## config.mk

```make
export PLATFORM = sky130hd
export DESIGN_NAME = regfile_arbiter
export DESIGN_NICKNAME = d
export VERILOG_FILES = /design/src/rtl/regfile_arb_pkg.sv /design/src/rtl/regfile_arbiter_rr_arb2.sv /design/src/rtl/regfile_arbiter.sv
export SDC_FILE = /design/constraint.sdc
export NUM_CORES = 1
export LEC_CHECK = 0
export CAP_MARGIN = 10
export CORE_MARGIN = 2
export CORE_UTILIZATION = 41
export DETAILED_ROUTE_END_ITERATION = 8
export GPL_ROUTABILITY_DRIVEN = 0
export PLACE_DENSITY = 0.86
export SLEW_MARGIN = 40
export SYNTH_ARGS = -nofsm -noshare
export SYNTH_HDL_FRONTEND = slang
export SYNTH_SLANG_ARGS = --single-unit
```

## constraint.sdc

```tcl
create_clock -name clk -period 2 [get_ports clk]
set_clock_uncertainty 0.05 [all_clocks]
set_input_delay 0.2 -clock clk [delete_from_list [all_inputs] [get_ports clk]]
set_output_delay 0.2 -clock clk [all_outputs]
set_load 0.05 [all_outputs]
```

## src/rtl/regfile_arb_pkg.sv

```systemverilog
// Shared types and constants for the register-memory arbiter.
package regfile_arb_pkg;

    localparam int ADDR_W = 4;
    localparam int DATA_W = 32;

    // Value the register memory presents on a read port whose enable was high (idle).
    localparam logic [DATA_W-1:0] RF_IDLE_DATA = 32'h0000_FFFF;

    typedef enum logic {
        FAV_REQ0 = 1'b0,
        FAV_REQ1 = 1'b1
    } rr_ptr_t;

    typedef struct packed {
        logic              rd_a_en;
        logic              rd_b_en;
        logic              wr_en;
        logic [ADDR_W-1:0] dir_a;
        logic [ADDR_W-1:0] dir_b;
        logic [ADDR_W-1:0] wr_dir;
        logic [DATA_W-1:0] wr_data;
        logic              owner;
    } rf_cmd_t;

endpackage

```

## src/rtl/regfile_arbiter_rr_arb2.sv

```systemverilog
// Two-way round-robin arbiter; the pointer flips only when both requesters compete.
module rr_arb2
    import regfile_arb_pkg::*;
(
    input  logic clk,
    input  logic rst,
    input  logic req0,
    input  logic req1,
    output logic gnt0,
    output logic gnt1
);

    rr_ptr_t ptr_q, ptr_d;

    always_comb begin
        gnt0  = 1'b0;
        gnt1  = 1'b0;
        ptr_d = ptr_q;
        if (!rst) begin
            if (req0 && req1) begin
                gnt0  = (ptr_q == FAV_REQ0);
                gnt1  = (ptr_q == FAV_REQ1);
                ptr_d = (ptr_q == FAV_REQ0) ? FAV_REQ1 : FAV_REQ0;
            end else begin
                gnt0 = req0;
                gnt1 = req1;
            end
        end
    end

    always_ff @(posedge clk) begin
        if (rst) ptr_q <= FAV_REQ0;
        else     ptr_q <= ptr_d;
    end

endmodule

```

## src/rtl/regfile_arbiter.sv

```systemverilog
// Shares one 16x32 register memory between the filter engine (req0) and host (req1).
// Optional grant counters are enabled with REGFILE_ARB_STATS_EN.
module regfile_arbiter #(
    parameter int ADDR_W = regfile_arb_pkg::ADDR_W,
    parameter int DATA_W = regfile_arb_pkg::DATA_W
) (
    input  logic              clk,
    input  logic              rst,
    input  logic              req0_valid,
    output logic              req0_ready,
    input  logic              req0_rd_a_en,
    input  logic              req0_rd_b_en,
    input  logic [ADDR_W-1:0] req0_dir_a,
    input  logic [ADDR_W-1:0] req0_dir_b,
    input  logic              req0_wr_en,
    input  logic [ADDR_W-1:0] req0_wr_dir,
    input  logic [DATA_W-1:0] req0_wr_data,
    input  logic              req1_valid,
    output logic              req1_ready,
    input  logic              req1_rd_a_en,
    input  logic              req1_rd_b_en,
    input  logic [ADDR_W-1:0] req1_dir_a,
    input  logic [ADDR_W-1:0] req1_dir_b,
    input  logic              req1_wr_en,
    input  logic [ADDR_W-1:0] req1_wr_dir,
    input  logic [DATA_W-1:0] req1_wr_data,
    output logic              rsp0_valid,
    output logic [DATA_W-1:0] rsp0_data_a,
    output logic [DATA_W-1:0] rsp0_data_b,
    output logic              rsp1_valid,
    output logic [DATA_W-1:0] rsp1_data_a,
    output logic [DATA_W-1:0] rsp1_data_b,
    output logic [ADDR_W-1:0] rf_dir_a,
    output logic [ADDR_W-1:0] rf_dir_b,
    output logic [ADDR_W-1:0] rf_dir_wr,
    output logic              rf_re_a_n,
    output logic              rf_re_b_n,
    output logic              rf_we_n,
    output logic [DATA_W-1:0] rf_di,
    input  logic [DATA_W-1:0] rf_data_a,
    input  logic [DATA_W-1:0] rf_data_b
`ifdef REGFILE_ARB_STATS_EN
    ,
    output logic [15:0]       grant_cnt0,
    output logic [15:0]       grant_cnt1
`endif
);

    import regfile_arb_pkg::*;

    logic    gnt0, gnt1, accept;
    rf_cmd_t cmd;

    logic              rf_re_a_n_q, rf_re_a_n_d, rf_re_b_n_q, rf_re_b_n_d;
    logic              rf_we_n_q, rf_we_n_d;
    logic [ADDR_W-1:0] rf_dir_a_q, rf_dir_a_d, rf_dir_b_q, rf_dir_b_d;
    logic [ADDR_W-1:0] rf_dir_wr_q, rf_dir_wr_d;
    logic [DATA_W-1:0] rf_di_q, rf_di_d;
    logic              vld_p0_q, vld_p0_d, owner_p0_q, owner_p0_d;
    logic              vld_p1_q, vld_p1_d, owner_p1_q, owner_p1_d;
    logic [DATA_W-1:0] hold0_a_q, hold0_a_d, hold0_b_q, hold0_b_d;
    logic [DATA_W-1:0] hold1_a_q, hold1_a_d, hold1_b_q, hold1_b_d;

    rr_arb2 u_arb (
        .clk  (clk),
        .rst  (rst),
        .req0 (req0_valid),
        .req1 (req1_valid),
        .gnt0 (gnt0),
        .gnt1 (gnt1)
    );

    assign req0_ready = gnt0;
    assign req1_ready = gnt1;
    assign accept     = gnt0 | gnt1;

    always_comb begin
        if (gnt1) begin
            cmd = '{rd_a_en: req1_rd_a_en, rd_b_en: req1_rd_b_en, wr_en: req1_wr_en,
                    dir_a: req1_dir_a, dir_b: req1_dir_b, wr_dir: req1_wr_dir,
                    wr_data: req1_wr_data, owner: 1'b1};
        end else begin
            cmd = '{rd_a_en: req0_rd_a_en, rd_b_en: req0_rd_b_en, wr_en: req0_wr_en,
                    dir_a: req0_dir_a, dir_b: req0_dir_b, wr_dir: req0_wr_dir,
                    wr_data: req0_wr_data, owner: 1'b0};
        end
    end

    // Stage p0: accepted command lands on the memory pins; idle cycles release the enables.
    always_comb begin
        rf_re_a_n_d = 1'b1;
        rf_re_b_n_d = 1'b1;
        rf_we_n_d   = 1'b1;
        rf_dir_a_d  = rf_dir_a_q;
        rf_dir_b_d  = rf_dir_b_q;
        rf_dir_wr_d = rf_dir_wr_q;
        rf_di_d     = rf_di_q;
        vld_p0_d    = accept;
        owner_p0_d  = owner_p0_q;
        if (accept) begin
            rf_re_a_n_d = ~cmd.rd_a_en;
            rf_re_b_n_d = ~cmd.rd_b_en;
            rf_we_n_d   = ~cmd.wr_en;
            rf_dir_a_d  = cmd.dir_a;
            rf_dir_b_d  = cmd.dir_b;
            rf_dir_wr_d = cmd.wr_dir;
            rf_di_d     = cmd.wr_data;
            owner_p0_d  = cmd.owner;
        end
    end

    // Stage p1: memory has sampled the reads; tag waits for its data to appear.
    always_comb begin
        vld_p1_d   = vld_p0_q;
        owner_p1_d = owner_p0_q;
        hold0_a_d  = rsp0_valid ? rf_data_a : hold0_a_q;
        hold0_b_d  = rsp0_valid ? rf_data_b : hold0_b_q;
        hold1_a_d  = rsp1_valid ? rf_data_a : hold1_a_q;
        hold1_b_d  = rsp1_valid ? rf_data_b : hold1_b_q;
    end

    always_ff @(posedge clk) begin
        if (rst) begin
            rf_re_a_n_q <= 1'b1;
            rf_re_b_n_q <= 1'b1;
            rf_we_n_q   <= 1'b1;
            rf_dir_a_q  <= '0;
            rf_dir_b_q  <= '0;
            rf_dir_wr_q <= '0;
            rf_di_q     <= '0;
            vld_p0_q    <= 1'b0;
            owner_p0_q  <= 1'b0;
            vld_p1_q    <= 1'b0;
            owner_p1_q  <= 1'b0;
            hold0_a_q   <= '0;
            hold0_b_q   <= '0;
            hold1_a_q   <= '0;
            hold1_b_q   <= '0;
        end else begin
            rf_re_a_n_q <= rf_re_a_n_d;
            rf_re_b_n_q <= rf_re_b_n_d;
            rf_we_n_q   <= rf_we_n_d;
            rf_dir_a_q  <= rf_dir_a_d;
            rf_dir_b_q  <= rf_dir_b_d;
            rf_dir_wr_q <= rf_dir_wr_d;
            rf_di_q     <= rf_di_d;
            vld_p0_q    <= vld_p0_d;
            owner_p0_q  <= owner_p0_d;
            vld_p1_q    <= vld_p1_d;
            owner_p1_q  <= owner_p1_d;
            hold0_a_q   <= hold0_a_d;
            hold0_b_q   <= hold0_b_d;
            hold1_a_q   <= hold1_a_d;
            hold1_b_q   <= hold1_b_d;
        end
    end

    assign rf_re_a_n = rf_re_a_n_q;
    assign rf_re_b_n = rf_re_b_n_q;
    assign rf_we_n   = rf_we_n_q;
    assign rf_dir_a  = rf_dir_a_q;
    assign rf_dir_b  = rf_dir_b_q;
    assign rf_dir_wr = rf_dir_wr_q;
    assign rf_di     = rf_di_q;

    // Read data is steered straight from the memory in the response cycle, held otherwise.
    assign rsp0_valid  = vld_p1_q & ~owner_p1_q;
    assign rsp1_valid  = vld_p1_q &  owner_p1_q;
    assign rsp0_data_a = rsp0_valid ? rf_data_a : hold0_a_q;
    assign rsp0_data_b = rsp0_valid ? rf_data_b : hold0_b_q;
    assign rsp1_data_a = rsp1_valid ? rf_data_a : hold1_a_q;
    assign rsp1_data_b = rsp1_valid ? rf_data_b : hold1_b_q;

`ifdef REGFILE_ARB_STATS_EN
    logic [15:0] grant_cnt0_q, grant_cnt0_d, grant_cnt1_q, grant_cnt1_d;

    always_comb begin
        grant_cnt0_d = grant_cnt0_q;
        grant_cnt1_d = grant_cnt1_q;
        if (gnt0 && grant_cnt0_q != 16'hFFFF) grant_cnt0_d = grant_cnt0_q + 16'd1;
        if (gnt1 && grant_cnt1_q != 16'hFFFF) grant_cnt1_d = grant_cnt1_q + 16'd1;
    end

    always_ff @(posedge clk) begin
        if (rst) begin
            grant_cnt0_q <= '0;
            grant_cnt1_q <= '0;
        end else begin
            grant_cnt0_q <= grant_cnt0_d;
            grant_cnt1_q <= grant_cnt1_d;
        end
    end

    assign grant_cnt0 = grant_cnt0_q;
    assign grant_cnt1 = grant_cnt1_q;
`endif

endmodule

```

==> metrics.md <==
| Metric | Value |
|---|---|
| Synth top area share | between 40% and 50% |
| Gate Count Post-Synth | approximately 650 |
| Area Overhead vs Synth | 65.5% |
| Vias/cell | 5.13 |
| Critical Path RT | between 1500 and 2000 ps |
| Total Routing Usage GR | between 20% and 30% |
| Port bufs | 340 |
| Most frequent cells in the layout | 207 x clkdlybuf4s50_1, 178 x dfxtp_1, 129 x and2_1, 95 x mux2_2, 52 x buf_6 |
| Largest net degree at the start of global routing | 129 |
| Yosys warning count | 0 |
| Core outline area | 17300 um^2 |
| Pins Over Slew Limit | 0 |
| DRT Wirelength | between 20 and 25 mm |
| # IOs | ~340 |
| Clock sink count | 180 |
| Non-Filler Instances | ~1200 |
| DR pass1 iterations | 5 |
| Skew-Pair Late Insertion Delay | approximately 420 ps |
| TritonCTS clock tree | built |
| Startpoint types | flop |
| Hold_buf cts | 0 |
| H-tree depth | 4 |
| Static leakage | between 5 and 6 nW |
| Pre-CTS setup slack | 85.8 ps |
| ANT nets after route | 0 |
| Sequential share of power | ~40% |
| Clock Tree Buf Depth | 2 |
| Num CTS Buffers | 17 |
| Synth area leader | dfxtp_1 |
| Initial Util | 42.0% |
| Hold slack | between 100 and 150 ps |
| Post-route DRC | 0 |
| Clock share of power | ~37% |
| Die ar. | 18800 um^2 |
| Period utilization | between 90% and 100% |
| Final setup margin | just under 30 ps |
| Psw | ~2.7 mW |
| First-pass GRT wire length | ~32 mm |
| Worst-path fanout max | 17 |
| Worst-margin pin slew | 651 ps |
| Final core utilization | 69.6% |
| Top post-synthesis cells by area | dfxtp_1 50%, mux2_2 20%, and2_1 11% |
| Overflow after GRT | 0 |
| Type of destination of the critical path | primary output |
| Avg Inst Size Synth | between 10 and 15 um^2 |
| Clock root buffer | clkbuf_16 |
| IR drop worst, VDD | about 560 uV |
| Hold Crit Class | input port to flop |
| Arr. time, crit path | 1720 ps |
| FMAX | about 0.51 GHz |
| Netlist cell types | 22 |
| Fin nets | 1135 |
| Sw frac | 28.4% |
| RSZ-0062 raised after global routing | yes |
| Post-Syn Area | around 7300 um^2 |
| Post-Place Cells | 1176 |
| Initial antenna violation count | 0 |
| Clk pin slew, worst setup/hold paths | around 60 ps |
| Gate power share | about 22% |
| Cell Rows | 48 |
| DP HPWL | approximately 16 mm |
| Final Hold Viols | 0 |
| Most common cell after layout, fill and taps aside | clkdlybuf4s50_1 |
| Yosys reg bits | between 150 and 200 |
| Maxcap violations | 0 |
| DR WL/cell | between 15 and 20 um |
| Register area share after synthesis | 49.6% |
| Vias after detailed routing | 6214 |
| # setup viols final | 0 |
| Vias in the first global route | 6225 |
| Pint | roughly 6.8 mW |
| Status | finished, final reports clean |
| 1st-iter DRT viols | approximately 200 |
| Die Width | between 100 and 150 um |
| Chip height | approximately 140 um |
| Relative slew slack | 56.5% |
| Crit Path Class | flop to primary output |
| Tmin final | approximately 2000 ps |
| Layout cells sized above 1 | between 30% and 40% |
| Pwr per Cell Area | between 700 and 800 nW/um^2 |
| Diode count | 0 |
| Net Count, Synth | 814 |
cell families after synthesis:
group | count (synthesis) | share of synthesized area (%)
DFF | 180 | 49.6
and+or+nand+nor | 143 | 12.2
muxes | 128 | 19.8
buffers and inverters | 104 | 6.19
AOI/OAI and AO/OA | 96 | 12.1
xor gates and xnor gates | 1 | 0.120
state kept, by name (all words and copies together), names as in the netlist, 4 cells and up:
register / count
hold1_a_q: 32
rf_dir_b: 4
rf_dir_wr: 4
hold1_b_q: 32
hold0_b_q: 32
rf_di: 32
hold0_a_q: 32
rf_dir_a: 4
path summary, 6_finish.rpt:
path	from	endpoint	slack [ps]	depth (start not counted)
min	rst	vld_p1_q	110	2
max	owner_p1_q	rsp0_data_b[4]	30	4
max reg2reg	u_arb.ptr_q	rf_di[18]	540	4
min reg2reg	vld_p0_q	vld_p1_q	400	1
metrics by stage:
step           power, mW  instance area (um^2)  TNS (ps)
2_1_floorplan       5.00                  7280         0
3_3_place_gp        5.84                 11000         0
3_5_place_dp        5.87                 11000         0
4_1_cts             9.49                 11800      -820
5_1_grt             9.80                 12000     -1020
6_report            9.46                 12000         0
routing by layer:
layer	routed length, um	global-route usage, %	vias to the layer above
met5	0	0	-
met4	754	9.34	0
li1	-	-	2931
met3	2070	8.28	43
met2	11300	39.8	297
met1	7940	23.4	2943
timing repair:
action | CTS | global route
setup buffers | 3 | 0
setup endpoints to repair | 31 | 96
resized for setup | 38 | 69
pin swaps | 0 | 0
gates cloned | 2 | 0
Yosys cell counts (all sizes together):
master and n:
a2111oi 44, a211oi 1, a21boi 3, a221o 44
a31o 1, and2 129, and3 3, buf 23
clkbuf 33, dfxtp 180, inv 48, mux2 128
nand2 2, nand2b 2, nor2 3, nor2b 3
nor3 1, o21ai 3, xor2 1
worst max-delay path, stage by stage (launching register included):
cell      delay (ps)
dfxtp_2          340
nand2b_4         230
buf_12           200
mux2_2           370
buf_6            160
layout make-up:
type / instances / area (um^2)
Inverter: 48 / 180
Clock inverter: 12 / 169
Clock buffer: 20 / 467
Sequential cell: 180 / 3610
Tap cell: 225 / 282
Fill cell: 1205 / 5260
Timing Repair Buffer: 358 / 3970
Multi-Input combinational cell: 368 / 3360
power by group through the flow:
stage               logic (mW)  registers (mW)  clock network (mW)
finish                    2.12            3.81                3.53
detailed placement        1.98            3.89                   0
floorplan                0.868            4.13                   0
global placement          1.96            3.88                   0
global route              2.21            3.82                3.77
CTS                       2.05            3.81                3.62
No activity file was read; power rests on OpenSTA's default activity.
